`src/rtl/fifo_pkg.sv`:
```
// Shared types and elaboration helpers for the FIFO read-side stream adapter.
package fifo_pkg;

    typedef enum logic [0:0] {
        RUN   = 1'b0,
        FLUSH = 1'b1
    } state_e;

    function automatic int ptrWidth(input int depth);
        return (depth > 1) ? $clog2(depth) : 1;
    endfunction

    // Credit scheme needs room for a full pipeline plus a landed word and a held head.
    function automatic bit bufDepthOk(input int depth, input int lat);
        return (depth >= lat + 2) && ((depth & (depth - 1)) == 0);
    endfunction

endpackage

```
`src/rtl/fifo_rd_stream_if.sv`:
```
// Bundle between the FIFO read port, the consumer stream and debug taps.
// Optional outBeatCount is present only when FIFO_RD_STATS_EN is defined.
interface fifo_rd_stream_if
    import fifo_pkg::*;
#(
    parameter int DATA_WIDTH = 8,
    parameter int BUF_DEPTH  = 4
);
    logic                          fifoEmpty;
    logic [DATA_WIDTH-1:0]         fifoRdData;
    logic                          fifoRdEn;
    logic                          flush;
    // Stream handshake: a word transfers in every cycle where outValid && outReady;
    // outData is held stable while outValid is high and outReady is low.
    logic                          outReady;
    logic                          outValid;
    logic [DATA_WIDTH-1:0]         outData;
    logic                          busy;
    logic [0:0]                    dbgState;
    logic [ptrWidth(BUF_DEPTH):0]  dbgOcc;
`ifdef FIFO_RD_STATS_EN
    logic [15:0]                   outBeatCount;
`endif

    modport master (
        input  fifoEmpty, fifoRdData, flush, outReady,
`ifdef FIFO_RD_STATS_EN
        output outBeatCount,
`endif
        output fifoRdEn, outValid, outData, busy, dbgState, dbgOcc
    );

    modport slave (
        output fifoEmpty, fifoRdData, flush, outReady,
`ifdef FIFO_RD_STATS_EN
        input  outBeatCount,
`endif
        input  fifoRdEn, outValid, outData, busy, dbgState, dbgOcc
    );

endinterface

```
`src/rtl/rd_land_buf.sv`:
```
// Landing ring buffer: words from the FIFO read pipe are pushed here and popped by the stream.
module rd_land_buf
    import fifo_pkg::*;
#(
    parameter int DATA_WIDTH = 8,
    parameter int BUF_DEPTH  = 4
) (
    input  logic                          clk,
    input  logic                          resetN,
    input  logic                          clear,
    input  logic                          push,
    input  logic [DATA_WIDTH-1:0]         pushData,
    input  logic                          pop,
    output logic [ptrWidth(BUF_DEPTH):0]  occ,
    output logic [DATA_WIDTH-1:0]         headData
);
    localparam int PW = ptrWidth(BUF_DEPTH);

    logic [DATA_WIDTH-1:0] mem [BUF_DEPTH];
    logic [PW-1:0]         wrPtr;
    logic [PW-1:0]         rdPtr;

    always_ff @(posedge clk) begin
        if (!resetN) begin
            for (int i = 0; i < BUF_DEPTH; i++) begin
                mem[i] <= '0;
            end
        end else if (push && !clear) begin
            mem[wrPtr] <= pushData;
        end
    end

    // Pointers are exactly log2(BUF_DEPTH) bits so they wrap on their own.
    always_ff @(posedge clk) begin
        if (!resetN || clear) begin
            wrPtr <= '0;
            rdPtr <= '0;
            occ   <= '0;
        end else begin
            if (push) begin
                wrPtr <= wrPtr + 1'b1;
            end
            if (pop) begin
                rdPtr <= rdPtr + 1'b1;
            end
            case ({push, pop})
                2'b10:   occ <= occ + 1'b1;
                2'b01:   occ <= occ - 1'b1;
                default: occ <= occ;
            endcase
        end
    end

    assign headData = mem[rdPtr];

endmodule

```
`src/rtl/fifo_rd_stream.sv`:
```
// Read-side adapter: speculative FIFO reads with credit control, landing buffer and flush FSM.
// Define FIFO_RD_STATS_EN to add the 16-bit pop counter outBeatCount.
module fifo_rd_stream
    import fifo_pkg::*;
#(
    parameter int DATA_WIDTH = 8,
    parameter int RD_LATENCY = 2,
    parameter int BUF_DEPTH  = 4
) (
    input  logic           clk,
    input  logic           resetN,
    fifo_rd_stream_if.master bus
);
    localparam int CW = ptrWidth(BUF_DEPTH) + 1;
    localparam logic [0:0] ST_RUN   = RUN;
    localparam logic [0:0] ST_FLUSH = FLUSH;

    if (!bufDepthOk(BUF_DEPTH, RD_LATENCY)) begin : gBadCfg
        $error("BUF_DEPTH must be a power of two and >= RD_LATENCY+2");
    end

    logic [0:0]            state;
    logic [RD_LATENCY-1:0] inflightSr;
    logic [CW-1:0]         inflight;
    logic [CW-1:0]         occ;
    logic                  running;
    logic                  issue;
    logic                  land;
    logic                  pop;
    logic                  clear;

    always_comb begin
        inflight = '0;
        for (int i = 0; i < RD_LATENCY; i++) begin
            inflight = inflight + CW'(inflightSr[i]);
        end
    end

    assign running = (state == ST_RUN);

    // Credit counts every word already read but not yet popped, so a landing word always has a slot.
    assign bus.fifoRdEn = resetN && running && !bus.flush && !bus.fifoEmpty
                          && ((occ + inflight) < CW'(BUF_DEPTH));
    assign issue        = bus.fifoRdEn && !bus.fifoEmpty;
    assign land         = inflightSr[RD_LATENCY-1] && running && !bus.flush;
    assign clear        = running && bus.flush;
    assign bus.outValid = running && (occ != '0);
    assign pop          = bus.outValid && bus.outReady;
    assign bus.busy     = (state == ST_FLUSH);
    assign bus.dbgState = state;
    assign bus.dbgOcc   = occ;

    always_ff @(posedge clk) begin
        if (!resetN) begin
            state      <= ST_RUN;
            inflightSr <= '0;
        end else begin
            inflightSr <= (inflightSr << 1) | RD_LATENCY'(issue);
            case (state)
                ST_RUN:   if (bus.flush) state <= ST_FLUSH;
                ST_FLUSH: if (inflightSr == '0) state <= ST_RUN;
                default:  state <= ST_RUN;
            endcase
        end
    end

    rd_land_buf #(
        .DATA_WIDTH (DATA_WIDTH),
        .BUF_DEPTH  (BUF_DEPTH)
    ) uLandBuf (
        .clk      (clk),
        .resetN   (resetN),
        .clear    (clear),
        .push     (land),
        .pushData (bus.fifoRdData),
        .pop      (pop),
        .occ      (occ),
        .headData (bus.outData)
    );

`ifdef FIFO_RD_STATS_EN
    // Survives flush on purpose: it counts delivered beats, not buffer lifetime.
    always_ff @(posedge clk) begin
        if (!resetN) begin
            bus.outBeatCount <= '0;
        end else if (pop) begin
            bus.outBeatCount <= bus.outBeatCount + 16'd1;
        end
    end
`endif

endmodule
```
`src/flat_wrapper.sv`:
```
// flat-port wrapper written by rule: the top's interface ports become plain ports
module fifo_rd_stream_flat import fifo_pkg::*;
#(
    parameter int DATA_WIDTH = 8,
    parameter int RD_LATENCY = 2,
    parameter int BUF_DEPTH  = 4
)
  (clk, resetN, bus_fifoEmpty, bus_fifoRdData, bus_flush, bus_outReady, bus_fifoRdEn, bus_outValid, bus_outData, bus_busy, bus_dbgState, bus_dbgOcc);
  fifo_rd_stream_if #(.DATA_WIDTH(DATA_WIDTH), .BUF_DEPTH(BUF_DEPTH)) bus_i ();
  input  logic clk;
  input  logic resetN;
  input wire logic [$bits(bus_i.fifoEmpty)-1:0] bus_fifoEmpty;
  input wire logic [$bits(bus_i.fifoRdData)-1:0] bus_fifoRdData;
  input wire logic [$bits(bus_i.flush)-1:0] bus_flush;
  input wire logic [$bits(bus_i.outReady)-1:0] bus_outReady;
  output wire logic [$bits(bus_i.fifoRdEn)-1:0] bus_fifoRdEn;
  output wire logic [$bits(bus_i.outValid)-1:0] bus_outValid;
  output wire logic [$bits(bus_i.outData)-1:0] bus_outData;
  output wire logic [$bits(bus_i.busy)-1:0] bus_busy;
  output wire logic [$bits(bus_i.dbgState)-1:0] bus_dbgState;
  output wire logic [$bits(bus_i.dbgOcc)-1:0] bus_dbgOcc;
  assign bus_i.fifoEmpty = bus_fifoEmpty;
  assign bus_i.fifoRdData = bus_fifoRdData;
  assign bus_i.flush = bus_flush;
  assign bus_i.outReady = bus_outReady;
  assign bus_fifoRdEn = bus_i.fifoRdEn;
  assign bus_outValid = bus_i.outValid;
  assign bus_outData = bus_i.outData;
  assign bus_busy = bus_i.busy;
  assign bus_dbgState = bus_i.dbgState;
  assign bus_dbgOcc = bus_i.dbgOcc;
  fifo_rd_stream #(.DATA_WIDTH(DATA_WIDTH), .RD_LATENCY(RD_LATENCY), .BUF_DEPTH(BUF_DEPTH)) u_core (.clk(clk), .resetN(resetN), .bus(bus_i));
endmodule
```
`config.mk`:
```
export PLATFORM = sky130hd
export DESIGN_NAME = fifo_rd_stream_flat
export DESIGN_NICKNAME = d
export VERILOG_FILES = /design/src/rtl/fifo_pkg.sv /design/src/rtl/fifo_rd_stream_if.sv /design/src/rtl/rd_land_buf.sv /design/src/rtl/fifo_rd_stream.sv /design/src/flat_wrapper.sv
export SDC_FILE = /design/constraint.sdc
export NUM_CORES = 1
export LEC_CHECK = 0
export ABC_AREA = 1
export CELL_PAD_IN_SITES_DETAIL_PLACEMENT = 0
export CELL_PAD_IN_SITES_GLOBAL_PLACEMENT = 1
export CORE_ASPECT_RATIO = 1.75
export CORE_MARGIN = 5
export CORE_UTILIZATION = 37
export CTS_BUF_LIST = sky130_fd_sc_hd__clkbuf_16
export CTS_CLUSTER_DIAMETER = 60
export CTS_CLUSTER_SIZE = 12
export DETAILED_ROUTE_END_ITERATION = 7
export HOLD_SLACK_MARGIN = 0.03
export PLACE_DENSITY = 0.71
export SETUP_SLACK_MARGIN = 0.1
export SYNTH_ARGS = -nofsm -noshare
export SYNTH_HDL_FRONTEND = slang
export SYNTH_SLANG_ARGS = --single-unit
```
`constraint.sdc`:
```
create_clock -name clk -period 1.8 [get_ports clk]
set_input_delay 0.45 -clock clk [delete_from_list [all_inputs] [get_ports clk]]
set_output_delay 0.45 -clock clk [all_outputs]
set_load 0.005 [all_outputs]
```
==> out/results.tsv <==
stage	metric	value	unit
detailed_routing	drt via density	4.63	
clocking	Worst-path clk slew	0.06	ns
timing	slew margin rel.	0.850	
hold_path	Hold Crit Class	reg -> reg	
floorplanning	die area	0.00714	mm^2
synthesis	Syn Inst Count	209	
detailed_routing	routed vias	1635	
worst_setup_path	data required time of the worst path	1.35	ns
power_and_ir_drop	Power Density	709	mW/mm^2
worst_setup_path	critical path depth	7	
synthesis	sequential element share of the synthesized area	0.591	
floorplanning	io pins	28	
timing	final setup skew	0.00279	ns
power_and_ir_drop	total power	2.26	mW
timing	Slew Viols, Final	0	
worst_setup_path	crit path max fanout	3	
grt	first-pass GRT wire length	8.15	mm
synthesis	count of cell types in the netlist	26	
cells_and_area	share of layout cells above drive strength 1	0.434	
synthesis	cell taking the most area after synthesis	edfxtp_1	
detailed_routing	number of DRC markers after the initial detailed-route iteration	22	
detailed_routing	drt first pass iters	6	
synthesis	Post-synth EDFFs	32	
synthesis	count leader, synth	nor2_1	
worst_setup_path	critical path, cell by cell	ha_4, ha_4, nand3_4, nand3_2, nand4_1, nor2_1, buf_2	
timing	Fin. Hold Viols	0	
clocking	clk root buf	clkbuf_16	
placement	Port-buffer cells	27	
cells_and_area	Nets	296	
cells_and_area	Area Overhead vs Synth	56.6	%
status	status	finished, violations left	
synthesis	YS warnings	0	
grt	gr usage total	0.155	
flow_run	# Max-Cap Violations	0	
synthesis	Cell Area, Synth	0.00203	mm^2
cells_and_area	Antenna diodes	0	
timing	Worst Tran Pin Value	0.225	ns
timing	post-layout worst setup margin	-0.110	ns
synthesis	#FFs+latches synth	44	
placement	DP Worst Slack	-0.441	ns
placement	Detailed Place HPWL	3.36	mm
power_and_ir_drop	Worst VDD drop	0.376	mV
worst_setup_path	critical path launch point type	register	
worst_setup_path	Crit path top cell by count	ha_4	
worst_setup_path	CP bufs+invs	1	
floorplanning	Initial Util	0.384	
grt	largest net degree at the start of global routing	14	
worst_setup_path	Critical Path AT	1.46	ns
timing	Fmax achieved	524	MHz
clocking	maximum root-to-sink buffer count	2	
power_and_ir_drop	P_leak	1.30	nW
grt	total congestion overflow	0	
worst_setup_path	Setup CP Type	reg -> out	
clocking	clock latency on the worst-skew pair	0.28	ns
worst_setup_path	cell depth of the worst flop-to-flop path	11	
grt	initial antenna violation count	0	
detailed_routing	DRT Wirelength	4.85	mm
timing	min Tclk post-route	1.91	ns
clocking	clock tree sinks	44	
hold_path	cell depth of the worst hold path	2	
clocking	hold buffer count at cts	0	
detailed_routing	wire per inst	13.7	um
worst_setup_path	slowest stage delay, CP	0.35	ns
detailed_routing	Antenna Nets Post-Route	0	
clocking	H-tree depth	2	
timing	final setup fails	1	
floorplanning	Chip Width	66.0	um
grt	vias in the first global route	1761	
floorplanning	die height	108	um
synthesis	Post-synth top cells	nor2_1, edfxtp_1, inv_1	
synthesis	Synth top area share	0.473	
worst_setup_path	Slowest-stage cell, CP	dfxtp_4	
placement	Routability Congestion	0.758	
status	failing checks	negative setup slack	
worst_setup_path	CP delay by family, top	adder cells	
clocking	CTS tree	built	
worst_setup_path	CP endpoint kind	output pin	
synthesis	Syn Nets	227	
synthesis	syn_area_per_cell	9.73	um^2
floorplanning	Std-Cell Core Area	0.00530	mm^2
floorplanning	row count	35	
detailed_routing	# DRC	0	
timing	RSZ-0062 raised after global routing	yes	
timing	final cycle utilization of the critical path	1.06	
synthesis	Async SR Flop Fraction	0	
clocking	cts bufs inserted	5	
synthesis	Synth area leaders	edfxtp_1, dfxtp_1, nor2_1	
synthesis	ys flop type	edfxtp_1	
## layout by cell type, fill, tap and decap left out, types with 4 or more instances in the layout
cell type	count
a21oi_1	5
buf_12	6
buf_2	10
buf_4	30
clkbuf_16	5
clkdlybuf4s50_1	11
dfxtp_1	4
dfxtp_4	6
dlygate4sd2_1	6
edfxtp_1	32
inv_1	25
nand2_1	18
nand2_2	9
nor2_1	44
nor2_4	10
o21ai_2	4
o21ai_4	8
o22ai_2	6
## where the power goes
part | total [mW] | switching, mW | internal, mW
clock | 0.992 | 0.348 | 0.644
sequential | 1.12 | 0.0186 | 1.11
combinational | 0.143 | 0.0661 | 0.0767
## cell type report
| cell class | instances | area [um^2] |
|---|---|---|
| Sequential cell | 44 | 1230 |
| Inverter | 29 | 131 |
| Clock buffer | 5 | 125 |
| Multi-Input combinational cell | 132 | 960 |
| Clock inverter | 3 | 37.5 |
| Tap cell | 74 | 92.6 |
| Fill cell | 473 | 2110 |
| Timing Repair Buffer | 66 | 612 |
## cell families (layout without fill, tap and decap cells)
group | Yosys count | in the layout | synth area share
simple gates | 94 | 94 | 0.214
flops | 44 | 44 | 0.591
compound gates | 33 | 33 | 0.0892
buf+inv | 33 | 103 | 0.0714
fa+ha+maj | 5 | 5 | 0.0345
## flip-flops by register name (all words and copies together), names as in the netlist, named ones only
register	flops
u_core.bus.busy	1
u_core.inflightSr	2
u_core.uLandBuf.mem	32
u_core.uLandBuf.occ	3
u_core.uLandBuf.rdPtr	2
u_core.uLandBuf.wrPtr	2
## path summary, 6_finish.rpt
check,startpoint,endpoint,slack (ns)
max reg2reg,u_core.uLandBuf.occ[1],u_core.uLandBuf.occ[1],0.07
max,u_core.inflightSr[0],bus_fifoRdEn,-0.11
min,u_core.inflightSr[0],u_core.inflightSr[1],0.47
min reg2reg,u_core.inflightSr[0],u_core.inflightSr[1],0.47
## metrics by stage
stage,utilization,cells,hold slack (ns),TNS [ns],cell area (um^2)
floorplan,-,209,0.432,0,2030
global route,0.601,353,0.517,-0.235,3180
CTS,0.577,351,0.470,-0.157,3060
finish,0.601,353,0.473,-0.110,3180
detailed placement,0.498,334,0.455,-13.75,2640
global placement,0.498,334,0.446,-12.77,2640
## worst min-delay path, delay by kind of cell (launching register included)
family | cells | cell delay, ns
buffers and inverters | 1 | 0.04
DFF | 1 | 0.36
and+or+nand+nor | 1 | 0.05
## per-layer routing
metal	up-vias	GRT usage	wire, um
li1	831	-	-
met1	759	0.154	1770
met2	35	0.294	2760
met3	10	0.0270	167
met4	0	0.0799	156
met5	-	0	0
## timing repair
action,in CTS,in global routing
hold endpoints to repair,0,0
buffers inserted,8,2
pin swaps,31,13
resized for setup,123,21
setup endpoints to repair,41,11
gates cloned,1,0
Note: power is estimated with default switching activity, not from simulation.
